[src/rtl/branch_predictor.sv]
// Dynamic conditional-branch predictor.
// 2-bit saturating counter table with self-initialisation and perf counters.
module branch_predictor #(
  parameter int         INDEX_WIDTH = 6,
  parameter logic [1:0] INIT_STATE  = 2'b01
) (
  input  logic        clk_i,
  input  logic        rst_n_i,
  input  logic [31:0] pc_f_i,
  input  logic [31:0] pc_e_i,
  input  logic [1:0]  branch_op_e_i,
  input  logic        stall_e_i,
  input  logic        pc_src_pred_e_i,
  input  logic        pc_src_res_e_i,
  input  logic        clear_cnt_i,
  output logic        pc_src_pred_f_o,
  output logic        ready_o,
  output logic [31:0] branch_cnt_o,
  output logic [31:0] mispred_cnt_o
);

  localparam int DEPTH = 2 ** INDEX_WIDTH;

  typedef enum logic {
    S_INIT,
    S_RUN
  } state_t;

  state_t                 state_q;
  state_t                 state_d;
  logic [INDEX_WIDTH-1:0] init_idx;
  logic [1:0]             tbl_q [DEPTH];
  logic [INDEX_WIDTH-1:0] f_idx;
  logic [INDEX_WIDTH-1:0] e_idx;
  logic                   run;
  logic                   upd;
  logic                   miss;
  logic [1:0]             cur;
  logic [1:0]             nxt;
  logic                   unused_bits;

  assign f_idx = pc_f_i[INDEX_WIDTH+1:2];
  assign e_idx = pc_e_i[INDEX_WIDTH+1:2];
  assign run   = (state_q == S_RUN);
  assign upd   = run & branch_op_e_i[0] & ~stall_e_i;
  assign miss  = pc_src_pred_e_i ^ pc_src_res_e_i;

  assign ready_o         = run;
  assign pc_src_pred_f_o = run & tbl_q[f_idx][1];

  assign unused_bits = ^{pc_f_i[31:INDEX_WIDTH+2], pc_f_i[1:0],
                         pc_e_i[31:INDEX_WIDTH+2], pc_e_i[1:0],
                         branch_op_e_i[1]};

  // State register and init sweep index.
  always_ff @(posedge clk_i or negedge rst_n_i) begin
    if (!rst_n_i) begin
      state_q  <= S_INIT;
      init_idx <= '0;
    end else begin
      state_q <= state_d;
      if (state_q == S_INIT) init_idx <= init_idx + 1'b1;
    end
  end

  // Leave INIT on the edge that writes the last entry.
  always_comb begin
    state_d = state_q;
    unique case (state_q)
      S_INIT:  if (init_idx == '1) state_d = S_RUN;
      S_RUN:   state_d = S_RUN;
      default: state_d = S_INIT;
    endcase
  end

  // Saturating step of the entry being trained.
  always_comb begin
    cur = tbl_q[e_idx];
    nxt = cur;
    if (pc_src_res_e_i) begin
      if (cur != 2'b11) nxt = cur + 2'd1;
    end else begin
      if (cur != 2'b00) nxt = cur - 2'd1;
    end
  end

  // Table storage: init sweep writes, then training writes; no reset.
  always_ff @(posedge clk_i) begin
    if (state_q == S_INIT) begin
      tbl_q[init_idx] <= INIT_STATE;
    end else if (upd) begin
      tbl_q[e_idx] <= nxt;
    end
  end

  // Saturating perf counters; clear wins over increment.
  always_ff @(posedge clk_i or negedge rst_n_i) begin
    if (!rst_n_i) begin
      branch_cnt_o  <= '0;
      mispred_cnt_o <= '0;
    end else if (clear_cnt_i) begin
      branch_cnt_o  <= '0;
      mispred_cnt_o <= '0;
    end else if (upd) begin
      if (branch_cnt_o != '1) branch_cnt_o <= branch_cnt_o + 32'd1;
      if (miss && mispred_cnt_o != '1)
        mispred_cnt_o <= mispred_cnt_o + 32'd1;
    end
  end

endmodule
[config.mk]
export PLATFORM = sky130hd
export DESIGN_NAME = branch_predictor
export DESIGN_NICKNAME = d
export VERILOG_FILES = /design/src/rtl/branch_predictor.sv
export SDC_FILE = /design/constraint.sdc
export NUM_CORES = 1
export LEC_CHECK = 0
export BUFFER_PORTS_ARGS = -buffer_cell sky130_fd_sc_hd__buf_2
export CORE_ASPECT_RATIO = 1.2
export CORE_MARGIN = 3
export CORE_UTILIZATION = 45
export CTS_BUF_LIST = sky130_fd_sc_hd__clkbuf_4
export CTS_CLUSTER_DIAMETER = 50
export DETAILED_ROUTE_END_ITERATION = 7
export GPL_ROUTABILITY_DRIVEN = 0
export GPL_TIMING_DRIVEN = 1
export HOLD_SLACK_MARGIN = 0.08
export PLACE_DENSITY_LB_ADDON = 0.25
export SETUP_SLACK_MARGIN = 0.5
export SYNTH_ARGS = -nofsm -noshare
export SYNTH_HDL_FRONTEND = slang
export SYNTH_SLANG_ARGS = --single-unit
[constraint.sdc]
create_clock -name clk_i -period 5.65 [get_ports clk_i]
set_clock_uncertainty 0.2 [all_clocks]
set_input_delay 1.13 -clock clk_i [delete_from_list [all_inputs] [get_ports clk_i]]
set_output_delay 1.13 -clock clk_i [all_outputs]
set_load 0.02 [all_outputs]
# Yosys cells after proc, flatten, opt, wreduce, memory -nomap -nowiden
# Memory sizes are Yosys's and may differ from the RTL's.
# Index checks and enable logic that the tools add are counted.
# Widths: inputs -> output; s select.
# totals
register_bits,71
latch_bits,0
ram_bits,128
mem_bits_ro,0
in_bits,72
out_inout_bits,66
elab_cells,46
mem_count,1
# classes
addsub,5
mul,0
n_div,0
order_cmp,0
n_eq_ne,4
n_shift,0
muxes,18
n_bitwise,6
n_reduce_logical,8
# memory_table
name,words,width,rd,rd_clocked_by_memory_dff,write_ports,line,source
tbl_q,64,2,2,0,1,32,logic [1:0] tbl_q [DEPTH];
# ops
op,n
$mux 32,6
$add 32x1->32 const B,2
$ne 32x32->1 const B,2
$mux 2,4
$reduce_bool 2->1,4
$add 6x1->6 const B,1
$eq 6x6->1 const B,1
$mux 1,6
$mux 6,1
$reduce_and 2->1,2
$and 1x1->1,3
$add 2x1->2 const B,1
$ne 2x2->1 const B,1
$not 1->1,2
$pmux 1 s2,1
$reduce_or 2->1,1
$sub 2x1->2 const B,1
$logic_and 1x1->1,1
$xor 1x1->1,1

# Depth between registers and ports, before layout
# logic_depth
word_depth,7
mapped_depth,10
mapped_depth_nobuf,8

# Worst setup path before layout
# Ideal clock, no wire load.
# synth_timing
path_type,input -> register
startpoint,input port pc_e_i[2]
endpoint,memory tbl_q[0][0] (data pin)
setup_time_ps,702
arrival_ps,5285
required_time_ps,4748
slack_ps,-537
cell_stages,8
n_path_buf,2
cell_sequence,buf_2 -> buf_2 -> mux4_2 -> mux2_2 -> o211ai_1 -> and3_1 -> a21oi_1 -> o21ai_0
# synth_between
elab_chain_cells,5
elab_cells_between_ends,9
cone_classes,add/sub: 2; eq/ne: 1; mux: 4; reduce/logical: 1; memory: 1
# synth_lines
item,line,source
start: declaration,10,"input logic [31:0] pc_e_i,"
$mem_v2 64x2 (*),n/a,
$sub 2x1->2 (tied with other cells),83,if (cur != 2'b00) nxt = cur - 2'd1;
"$mux 2, on equally long branches","83, 81",
$mux 2 (*),80,if (pc_src_res_e_i) begin
$mux 2 (no line) (*),n/a,
end: declaration,32,
# Every way passes the cells marked *; elsewhere a longest branch is shown, timed or not.

# Final worst setup path
# layout_timing
startpoint,input port pc_f_i[2]
endpoint,output port pc_src_pred_f_o
# layout_between
elab_chain_cells,2
# layout_lines
item,line,source
start: declaration,9,"input logic [31:0] pc_f_i,"
$mem_v2 64x2,n/a,
$and 1x1->1,49,assign pc_src_pred_f_o = run & tbl_q[f_idx][1];
end: declaration,16,"output logic pc_src_pred_f_o,"
# No other way between the ends.

==> flow_summary.ini <==
[synthesis]
synthArstFlopShare_pct = 35.7
synth_fa_ha_area_share_pct = 0.392
postSynthCellCount = 758
synth_xor_area_share_pct = 5.67
synth_top_family_by_area = simple AND/OR/NAND/NOR gates
yosysWarnings = 0
synth-seq-cells = 199
synthDistinctLibCells = 54
netlist_area_um2 = 9580
synthMuxAreaShare_pct = 13.3
synth_nets = 833
synth_simple_gate_area_share_pct = 15.9
syn_area_per_cell_um2 = 12.6
ys_seq_area_share_pct = 58.7
synth_compound_area_share_pct = 4.25
synth_top_flop_cell = edfxtp_1
synth-edff-count = 128

[critical_path]
path_class = input port to primary output
critPathLaunchType = input port
worstPathMaxFanout = 16
crit_required_ps = 4320
end_kind = primary output
arrival_ps = 3520

[final_layout]
design_area_um2 = 10600
stdcell_count = 1115
final_nets = 910
fin_util_pct = 51.2
drive_gt1_share_pct = 21.7
synthToLayoutAreaGrowth_pct = 10.1
fill_cells = 1802

[route]
routed_wirelength_mm = 20.9
drcViolationCount = 0
wl_per_cell_um = 18.7
antenna_left = 0
avgViaCountPerCell = 5.65
vias = 6299
drtPass1Iterations = 5
drt_iter0_drc = 397

[power]
pwr-share-seq_pct = 65.2
power_density_nw_per_um2 = 223
p_leak_nw = 3.55
p_switching_mw = 0.560
vdd_drop_max_mv = 0.109
power_mw = 2.36
internal_power_mw = 1.80
clkPwrFrac_pct = 31.0
pwr-share-comb_pct = 3.8
swShare_pct = 23.8

[sta]
fin_tns_setup_ps = 0
timing.hold.ws_ps = 377
fin_ws_ps = 800
min_period_over_period_pct = 85.8
grt_setup_unrepaired = false
slew_violations = 0
clock.fmax_ghz = 0.206
setup_viol_count_final = 0
min_period_ps = 4850
tightest_slew_ps = 909
hold_viol_final = 0
slew_headroom_pct = 39.4

[grt]
antenna_found_initial = 1
grt_pass1_wl_mm = 34.3
first_global_vias = 6297
grt_max_degree = 72
grt_use_total_pct = 18.6
grt-ovfl-total = 0

[die]
die_area_um2 = 23100
die_w_um = 139
rows = 57
start_util_pct = 46.5
io-pin-count = 138
die_y_um = 166
core_area_um2 = 20600

[clock_network]
hold_buffers = 0
clk_pin_slew_ps = 160
cts_root_buf = clkbuf_4
cts_buffer_depth = 2
cts_sinks = 199
cts_resized = 0
insertion_delay_ps = 580
cts_setup_buffers = 0
htree_levels = 4
cts_buffers = 17
cts_tree = done

[run_status]
outcome = finished, final reports clean

[placement]
place_ws_ps = 769
dp_hpwl_mm = 14.2
place_inst = 1081
io_buffers = 84
placed_area_um2 = 10300

[hold_path]
hold_path_class = flip-flop to flip-flop

[flow_run]
max-cap-violations = 0
[power by group through the flow]
stage	clock (mW)	combinational, mW	sequential [mW]
6_report	0.731	0.0893	1.54
2_1_floorplan	0	0.0548	1.57
3_5_place_dp	0	0.0920	1.57
3_3_place_gp	0	0.0914	1.57
5_1_grt	0.813	0.0984	1.54
4_1_cts	0.761	0.0921	1.54
[layout by cell type, fill, tap and decap left out, types with 10 or more instances in the layout]
cell	count
buf_2	83
nor2_1	139
dfrtp_1	71
o21ai_0	13
a21oi_1	12
and3_1	15
nor3_1	11
mux4_2	51
nand4_1	16
xor2_1	34
nor2b_1	10
xnor2_1	28
edfxtp_1	128
clkbuf_4	17
nand2_1	63
nand3_1	34
[kinds of logic after synthesis]
family / Yosys count
and+or+nand+nor: 327
DFF: 199
AOI/OAI and AO/OA: 63
muxes: 63
xor gates and xnor gates: 62
buffers and inverters: 41
adders and majority gates: 3
[per-layer routing]
metal	vias to the layer above	wire length, um	track usage (%)
li1	2963	-	-
met1	3166	9190	25.5
met2	155	10500	31.0
met3	15	996	3.92
met4	0	209	3.91
met5	-	0	0
[flip-flops by register name, summed over array words and instances (netlist names)]
register,cells
mispred_cnt_o,32
branch_cnt_o,32
ready_o,1
init_idx,6
tbl_q,128
[critical path, stage by stage]
cell and delay [ps]:
buf_2 480, mux4_2 590, mux4_2 530, mux4_2 470
and2_1 160, buf_2 150
[cells in the mapped netlist, drive strengths merged, types with 2 or more instances]
library cell,n,area (um^2)
edfxtp,128,3840
nor3,11,55.1
o21a,3,22.5
a21o,2,15.0
and2,7,43.8
or3,8,50.1
xnor2,28,245
inv,8,30.0
a22oi,4,30.0
mux2,5,56.3
mux2i,7,70.1
nor2b,10,62.6
mux4,51,1150
nor4,4,31.3
a211oi,2,15.0
nand2b,3,18.8
a31oi,4,25.0
a21oi,13,65.1
and4,7,61.3
nand2,63,236
buf,12,63.8
nand3,34,170
clkbuf,21,78.8
a2111oi,2,17.5
dfrtp,71,1780
o32ai,2,17.5
nand4,16,100
nand3b,3,22.5
and3,15,93.8
o211ai,4,30.0
xor2,34,298
o21ai,17,85.1
o31ai,2,15.0
or4,2,15.0
ha,3,37.5
nor2,139,522
[final timing paths]
| kind | start | slack, ps | cells after the start | endpoint |
|---|---|---|---|---|
| max reg2reg | ready_o$_DFF_PN0_ | 2520 | 6 | branch_cnt_o[30]$_DFFE_PN0P_ |
| max | pc_f_i[2] | 800 | 6 | pc_src_pred_f_o |
| max in group asynchronous | rst_n_i | 4180 | 1 | init_idx[4]$_DFFE_PN0N_ |
| min reg2reg | branch_cnt_o[9]$_DFFE_PN0P_ | 380 | 2 | branch_cnt_o[9]$_DFFE_PN0P_ |
| min in group asynchronous | rst_n_i | 450 | 1 | branch_cnt_o[16]$_DFFE_PN0P_ |
| min | branch_cnt_o[9]$_DFFE_PN0P_ | 380 | 2 | branch_cnt_o[9]$_DFFE_PN0P_ |
[area by class of cell]
type / count / area [um^2] / share of cell area [%]
Sequential cell: 199 / 5620 / 53.3
Multi-Input combinational cell: 518 / 3810 / 36.1
Timing Repair Buffer: 91 / 488 / 4.63
Tap cell: 265 / 332 / 3.14
Clock inverter: 15 / 139 / 1.32
Clock buffer: 17 / 128 / 1.21
Inverter: 8 / 30.0 / 0.285
Antenna cell: 2 / 5.00 / 0.0474
Power figures use the tool's default switching activity.
